<file path="config.mk">
export PLATFORM = sky130hd
export DESIGN_NAME = sa_round_sequencer
export DESIGN_NICKNAME = d
export VERILOG_FILES = /design/src/rtl/sparhixcel_pkg.sv /design/src/rtl/sa_round_sequencer_phase_counter.sv /design/src/rtl/sa_round_sequencer.sv
export SDC_FILE = /design/constraint.sdc
export NUM_CORES = 1
export LEC_CHECK = 0
export BUFFER_PORTS_ARGS = -buffer_cell sky130_fd_sc_hd__buf_2
export CORE_MARGIN = 1
export CORE_UTILIZATION = 55
export DETAILED_ROUTE_END_ITERATION = 16
export PLACE_DENSITY = 0.85
export SKIP_CTS_REPAIR_TIMING = 1
export SYNTH_ARGS = -nofsm -noshare
export SYNTH_HDL_FRONTEND = slang
export SYNTH_SLANG_ARGS = --single-unit
</file>
<file path="constraint.sdc">
create_clock -name clk_i -period 5 [get_ports clk_i]
set_input_delay 0.25 -clock clk_i [delete_from_list [all_inputs] [get_ports clk_i]]
set_output_delay 0.25 -clock clk_i [all_outputs]
set_load 0.005 [all_outputs]
</file>
<file path="src/rtl/sparhixcel_pkg.sv">
// Shared state encoding and width constants for the systolic-array job sequencer.
package sparhixcel_pkg;

    localparam int COUNTER_ROUND_WIDTH      = 3;
    localparam int INPUT_FEATURE_ADDR_WIDTH = 5;
    localparam int WEIGHT_ADDR_WIDTH        = 6;

    typedef enum logic [2:0] {
        S_IDLE   = 3'd0,
        S_CLEAR  = 3'd1,
        S_WLOAD  = 3'd2,
        S_STREAM = 3'd3,
        S_DRAIN  = 3'd4,
        S_RESULT = 3'd5,
        S_DONE   = 3'd6
    } sa_seq_state_t;

    function automatic int max_int(input int a, input int b);
        return (a > b) ? a : b;
    endfunction

endpackage

</file>
<file path="src/rtl/sa_round_sequencer_phase_counter.sv">
// Loadable down-counter with zero flag; times the WLOAD, STREAM and DRAIN phases.
module phase_counter
    import sparhixcel_pkg::*;
#(
    parameter int W = 6
) (
    input  logic         i_clk,
    input  logic         i_rst,
    input  logic         i_ld,
    input  logic [W-1:0] i_ld_val,
    input  logic         i_dec,
    output logic         o_zero
);

    logic [W-1:0] r_cnt;

    // Load wins over decrement; the count parks at zero.
    always_ff @(posedge i_clk or posedge i_rst) begin
        if (i_rst) begin
            r_cnt <= '0;
        end else if (i_ld) begin
            r_cnt <= i_ld_val;
        end else if (i_dec && (r_cnt != '0)) begin
            r_cnt <= r_cnt - W'(1);
        end
    end

    assign o_zero = (r_cnt == '0);

endmodule

</file>
<file path="src/rtl/sa_round_sequencer.sv">
// Job-level round scheduler for the systolic array: per weight round it runs
// clear, weight load, feature stream, drain and result capture, then signals done.
module sa_round_sequencer
    import sparhixcel_pkg::*;
#(
    parameter int N_ROWS_ARRAY             = 4,
    parameter int N                        = 3,
    parameter int COUNTER_ROUND_WIDTH      = sparhixcel_pkg::COUNTER_ROUND_WIDTH,
    parameter int INPUT_FEATURE_ADDR_WIDTH = sparhixcel_pkg::INPUT_FEATURE_ADDR_WIDTH,
    parameter int WEIGHT_ADDR_WIDTH        = sparhixcel_pkg::WEIGHT_ADDR_WIDTH,
    parameter int DRAIN_CYCLES             = 4
) (
    input  logic                                clk_i,
    input  logic                                general_rst_i,
    input  logic                                start_i,
    input  logic                                abort_i,
    input  logic [$clog2(N+1)-1:0]              filter_size_i,
    input  logic [COUNTER_ROUND_WIDTH:0]        n_round_weight_i,
    input  logic [INPUT_FEATURE_ADDR_WIDTH:0]   n_feature_i,
    output logic                                busy_o,
    output logic                                done_o,
    output logic                                array_rst_o,
    output logic                                rd_weight_rst_o,
    output logic                                rd_weight_ld_o,
    output logic [WEIGHT_ADDR_WIDTH-1:0]        weight_addr_o,
    output logic                                load_o,
    output logic                                rd_feature_ld_o,
    output logic [INPUT_FEATURE_ADDR_WIDTH-1:0] in_feature_addr_o,
    output logic                                start_op_o,
    output logic                                result_valid_o,
    output logic [COUNTER_ROUND_WIDTH:0]        round_o
);

    localparam int FW    = $clog2(N + 1);
    localparam int RW    = COUNTER_ROUND_WIDTH + 1;
    localparam int NFW   = INPUT_FEATURE_ADDR_WIDTH + 1;
    localparam int DW    = $clog2(DRAIN_CYCLES + 1);
    localparam int CNT_W = max_int(max_int(FW, NFW), DW);

    if (N_ROWS_ARRAY < 1 || N < 1 || DRAIN_CYCLES < 1) begin : g_cfg_check
        $error("sa_round_sequencer: N_ROWS_ARRAY, N and DRAIN_CYCLES must all be >= 1");
    end

    sa_seq_state_t                       r_state;
    sa_seq_state_t                       w_state_nxt;
    logic [FW-1:0]                       r_filter;
    logic [RW-1:0]                       r_nround;
    logic [NFW-1:0]                      r_nfeat;
    logic [RW-1:0]                       r_round;
    logic [WEIGHT_ADDR_WIDTH-1:0]        r_waddr;
    logic [INPUT_FEATURE_ADDR_WIDTH-1:0] r_faddr;

    logic             w_cnt_ld;
    logic             w_cnt_dec;
    logic [CNT_W-1:0] w_cnt_val;
    logic             w_cnt_zero;
    logic             w_latch;
    logic             w_round_clr;
    logic             w_round_inc;
    logic             w_waddr_inc;
    logic             w_faddr_inc;
    logic             w_faddr_clr;
    logic [CNT_W-1:0] w_ld_f;
    logic [CNT_W-1:0] w_ld_nf;
    logic [CNT_W-1:0] w_ld_d;
    logic             w_last_round;

    // Phase lengths are loaded as length-1 so the zero flag marks the final cycle.
    assign w_ld_f       = CNT_W'(r_filter) - CNT_W'(1);
    assign w_ld_nf      = CNT_W'(r_nfeat) - CNT_W'(1);
    assign w_ld_d       = CNT_W'(DRAIN_CYCLES - 1);
    assign w_last_round = ((r_round + RW'(1)) == r_nround);

    phase_counter #(
        .W(CNT_W)
    ) u_phase_counter (
        .i_clk    (clk_i),
        .i_rst    (general_rst_i),
        .i_ld     (w_cnt_ld),
        .i_ld_val (w_cnt_val),
        .i_dec    (w_cnt_dec),
        .o_zero   (w_cnt_zero)
    );

    always_ff @(posedge clk_i or posedge general_rst_i) begin
        if (general_rst_i) begin
            r_state <= S_IDLE;
        end else begin
            r_state <= w_state_nxt;
        end
    end

    always_comb begin
        w_state_nxt     = r_state;
        w_cnt_ld        = 1'b0;
        w_cnt_val       = '0;
        w_cnt_dec       = 1'b0;
        w_latch         = 1'b0;
        w_round_clr     = 1'b0;
        w_round_inc     = 1'b0;
        w_waddr_inc     = 1'b0;
        w_faddr_inc     = 1'b0;
        w_faddr_clr     = 1'b0;
        busy_o          = (r_state != S_IDLE);
        done_o          = 1'b0;
        array_rst_o     = 1'b0;
        rd_weight_rst_o = 1'b0;
        rd_weight_ld_o  = 1'b0;
        load_o          = 1'b0;
        rd_feature_ld_o = 1'b0;
        start_op_o      = 1'b0;
        result_valid_o  = 1'b0;

        unique case (r_state)
            S_IDLE: begin
                if (start_i) begin
                    w_latch     = 1'b1;
                    w_round_clr = 1'b1;
                    w_state_nxt = (n_round_weight_i == '0) ? S_DONE : S_CLEAR;
                end
            end
            S_CLEAR: begin
                array_rst_o     = 1'b1;
                rd_weight_rst_o = 1'b1;
                w_faddr_clr     = 1'b1;
                w_cnt_ld        = 1'b1;
                if (r_filter != '0) begin
                    w_cnt_val   = w_ld_f;
                    w_state_nxt = S_WLOAD;
                end else if (r_nfeat != '0) begin
                    w_cnt_val   = w_ld_nf;
                    w_state_nxt = S_STREAM;
                end else begin
                    w_cnt_val   = w_ld_d;
                    w_state_nxt = S_DRAIN;
                end
            end
            S_WLOAD: begin
                load_o         = 1'b1;
                rd_weight_ld_o = 1'b1;
                w_waddr_inc    = 1'b1;
                if (w_cnt_zero) begin
                    w_cnt_ld = 1'b1;
                    if (r_nfeat != '0) begin
                        w_cnt_val   = w_ld_nf;
                        w_state_nxt = S_STREAM;
                    end else begin
                        w_cnt_val   = w_ld_d;
                        w_state_nxt = S_DRAIN;
                    end
                end else begin
                    w_cnt_dec = 1'b1;
                end
            end
            S_STREAM: begin
                rd_feature_ld_o = 1'b1;
                start_op_o      = 1'b1;
                w_faddr_inc     = 1'b1;
                if (w_cnt_zero) begin
                    w_cnt_ld    = 1'b1;
                    w_cnt_val   = w_ld_d;
                    w_state_nxt = S_DRAIN;
                end else begin
                    w_cnt_dec = 1'b1;
                end
            end
            S_DRAIN: begin
                start_op_o = 1'b1;
                if (w_cnt_zero) begin
                    w_state_nxt = S_RESULT;
                end else begin
                    w_cnt_dec = 1'b1;
                end
            end
            S_RESULT: begin
                result_valid_o = 1'b1;
                if (w_last_round) begin
                    w_state_nxt = S_DONE;
                end else begin
                    w_round_inc = 1'b1;
                    w_state_nxt = S_CLEAR;
                end
            end
            S_DONE: begin
                done_o      = 1'b1;
                w_state_nxt = S_IDLE;
            end
            default: begin
                w_state_nxt = S_IDLE;
            end
        endcase

        // Abort drops the job immediately; only the round index is rewound.
        if (abort_i && (r_state != S_IDLE)) begin
            w_state_nxt = S_IDLE;
            w_round_clr = 1'b1;
            w_round_inc = 1'b0;
        end
    end

    always_ff @(posedge clk_i or posedge general_rst_i) begin
        if (general_rst_i) begin
            r_filter <= '0;
            r_nround <= '0;
            r_nfeat  <= '0;
            r_round  <= '0;
            r_waddr  <= '0;
            r_faddr  <= '0;
        end else begin
            if (w_latch) begin
                r_filter <= filter_size_i;
                r_nround <= n_round_weight_i;
                r_nfeat  <= n_feature_i;
            end
            if (w_round_clr) begin
                r_round <= '0;
            end else if (w_round_inc) begin
                r_round <= r_round + RW'(1);
            end
            if (w_waddr_inc) begin
                r_waddr <= r_waddr + WEIGHT_ADDR_WIDTH'(1);
            end
            if (w_faddr_clr) begin
                r_faddr <= '0;
            end else if (w_faddr_inc) begin
                r_faddr <= r_faddr + INPUT_FEATURE_ADDR_WIDTH'(1);
            end
        end
    end

    assign weight_addr_o     = r_waddr;
    assign in_feature_addr_o = r_faddr;
    assign round_o           = r_round;

endmodule

</file>
==> flow_metrics.py <==
metrics = {
    "clock_network": {
        "clk_pin_slew_ps": 70,
        "clkLatencyLatePin_ps": 290,
        "clkSinkCount": 36,
        "numCtsBuffers": 5,
        "cts_buffer_depth": 2,
        "cts_tree": "done",
        "clockRootBuffer": "clkbuf_8",
        "htree_levels": 2,
    },
    "synthesis": {
        "ys_warn_count": 0,
        "netlist_area_mm2": 0.002153,
        "synth_area_leaders": "dfrtp_1 (42%), nand2_1 (4.5%), ha_1 (4.1%)",
        "yosysTopAreaCell": "dfrtp_1",
        "synth_edf_count": 0,
        "synth-seq-cells": 36,
        "synth_cell_types": 53,
        "synth.yosys.seq_area_share_pct": 41.84,
        "mappedNetlistNets": 244,
        "synth_most_common_cell": "dfrtp_1",
        "synth_top_cell_area_share_pct": 41.84,
        "synthTopCellsByCount": "dfrtp_1 (36), nand2_1 (26), nor2_1 (16)",
        "ys.flop_type": "dfrtp_1",
        "syn_inst": 221,
        "synth.avg_cell_area_um2": 9.744,
        "async_reset_ff_share_pct": 100.0,
    },
    "drt": {
        "avgViaCountPerCell": 5.730,
        "drc_errors": 0,
        "first_pass_iters": 5,
        "final_antenna_net_count": 0,
        "wl_um": 4535,
        "drt_iter0_drc": 141,
        "num_vias": 1759,
        "wire_per_inst_um": 14.77,
    },
    "layout": {
        "fin_util_pct": 66.09,
        "regArea_um2": 900.9,
        "instances_no_fill": 307,
        "antennaDiodeCount": 0,
        "area_growth_pct": 14.06,
        "fill_cells": 303,
        "multi_input_area_mm2": 0.001157,
        "drive_gt1_share_pct": 24.71,
        "nets": 281,
    },
    "timing": {
        "final_max_slew_viol_count": 0,
        "post-route-min-period_ps": 2277,
        "max_freq_mhz": 439.2,
        "finalCritPeriodShare_pct": 45.54,
        "rsz0062_at_grt": "no",
        "hold_viol_final": 0,
        "worst_slew_pin_slew_ps": 627.5,
        "setup_violations": 0,
        "finClkSkew_ps": 3.165,
        "max-slew-margin-rel_pct": 57.61,
        "setup_tns_ps": 0,
    },
    "global_routing": {
        "grt_pass1_wl_um": 8010,
        "grt_max_degree": 37,
        "grt_pass1_vias": 1731,
        "grt_overflow_total": 0,
        "track_usage_pct": 25.07,
        "antenna_found_initial": 0,
    },
    "setup_path": {
        "critPathLaunchType": "flop",
        "slowest_delay_ps": 720,
        "arrival_ps": 2430,
        "crit_required_ps": 5150,
        "rr_worst_depth": 4,
        "crit_slowest_cell": "dfrtp_1",
        "critical_path_class": "reg2reg",
        "end_kind": "flop",
        "path_cells": "inv_1 -> and3_1 -> a211oi_1 -> o22ai_1",
        "worst-path-stages": 4,
        "r2r-start": "r_state[2]$_DFFE_PP0P_",
        "worst-path-buf-inv": 1,
        "crit_fanout": 17,
        "r2r_slack_ps": 2720,
        "cp_top_family": "flip-flops",
        "rr_endpoint": "r_state[2]$_DFFE_PP0P_",
    },
    "floorplan": {
        "start_util_pct": 57.95,
        "die_x_um": 64.57,
        "chipHeight_um": 64.57,
        "core_mm2": 0.003716,
        "fp-row-count": 22,
        "fp.dieArea_mm2": 0.004169,
        "io_pins": 40,
    },
    "power": {
        "p_sw_share_pct": 42.45,
        "internal_power_mw": 0.8074,
        "pwr-share-seq_pct": 40.4,
        "p_clk_share_pct": 15.4,
        "vdd_drop_max_mv": 0.3021,
        "power.density_mw_per_mm2": 571.1,
        "p_comb_share_pct": 44.2,
        "p_switching_mw": 0.5954,
        "p_leak_nw": 1.187,
    },
    "placement": {
        "dp_hpwl_um": 3269,
        "globalplace.congestion": 0.9703,
        "dp.cells": 299,
        "numPortBuffers": 39,
    },
    "min_path": {
        "min_path_type": "in2async",
    },
    "job": {
        "maxCapViolCount": 0,
    },
    "status": {
        "status": "completed",
    },
}
==> layout make-up <==
cell class	instances	share of cell area (%)
clock inverter	1	0.3057
multi-input combinational	164	47.12
clock buffer	7	3.515
tap	48	2.445
inverter	11	1.681
timing repair buffer	40	8.253
sequential	36	36.68
==> worst max path at each step <==
stage                                               from                                   end  slack (ps)
detailed placement                r_state[2]$_DFFE_PP0P_                r_state[2]$_DFFE_PP0P_        2790
finish                            r_state[2]$_DFFE_PP0P_                r_state[2]$_DFFE_PP0P_        2720
CTS                               r_state[2]$_DFFE_PP0P_                r_state[2]$_DFFE_PP0P_        2780
global route                      r_state[2]$_DFFE_PP0P_                r_state[2]$_DFFE_PP0P_        2550
floorplan           u_phase_counter.r_cnt[0]$_DFFE_PP0P_  u_phase_counter.r_cnt[0]$_DFFE_PP0P_        3170
global placement                  r_state[2]$_DFFE_PP0P_                r_state[2]$_DFFE_PP0P_        2760
==> power by group through the flow <==
stage	Clock (mW)	Sequential, mW	Combinational (mW)
final	0.217	0.567	0.619
after global routing	0.232	0.588	0.703
after CTS	0.222	0.564	0.619
after detailed placement	0	0.568	0.616
after global placement	0	0.560	0.599
after floorplan	0	0.506	0.520
==> tightest hold or removal path: stages <==
cell and delay [ps]:
buf_2 90, inv_1 40, buf_4 380
==> per-stage QoR <==
step / power, mW / worst slack [ps] / cell area [um^2] / hold slack [ps]
6_report: 1.403 / 2723 / 2456 / 46.91
5_1_grt: 1.523 / 2554 / 2456 / 93.73
4_1_cts: 1.404 / 2777 / 2456 / 64.63
3_5_place_dp: 1.184 / 2792 / 2362 / 376.8
3_3_place_gp: 1.159 / 2763 / 2362 / 373.5
2_1_floorplan: 1.025 / 3174 / 2153 / 359.8
==> flip-flops by register name, summed over array words and instances, names as in the netlist <==
register	cells
r_state	3
u_phase_counter.r_cnt	6
in_feature_addr_o	5
r_nround	4
round_o	4
r_nfeat	6
r_filter	2
weight_addr_o	6
==> kinds of logic after synthesis <==
kind of cell    after synthesis  share of synthesized area (%)
compound gates               50                          16.27
xor+xnor                     17                          7.553
fa+ha+maj                     7                          4.067
buf+inv                      21                          4.416
flops                        36                          41.84
mux                          13                          6.682
simple gates                 77                          19.17
==> layer usage <==
| layer | wire length (um) | global-route usage, % | share of wire (%) | vias to the layer above |
|---|---|---|---|---|
| met4 | 39 | 8.611 | 0.86 | 0 |
| met1 | 2147 | 33.79 | 47 | 823 |
| li1 | - | - | - | 859 |
| met3 | 257 | 6.162 | 5.7 | 5 |
| met5 | 0 | 0 | 0 | - |
| met2 | 2090 | 39.34 | 46 | 72 |
==> cell usage in the layout, fill, tap and decap left out, types with 3 or more instances in the layout <==
cell type	n
nor2_1	16
nand2b_1	4
inv_1	11
a31oi_1	4
a21o_1	3
or3_1	6
xor2_1	10
mux2_2	6
o21ai_0	7
o21ai_1	6
clkbuf_8	6
xnor2_1	6
nand3_1	4
nor3_1	3
nand4_1	3
buf_2	39
dfrtp_1	36
a21oi_1	10
mux2_1	5
ha_1	7
nand2_1	26
(Power assumes the default switching activity.)
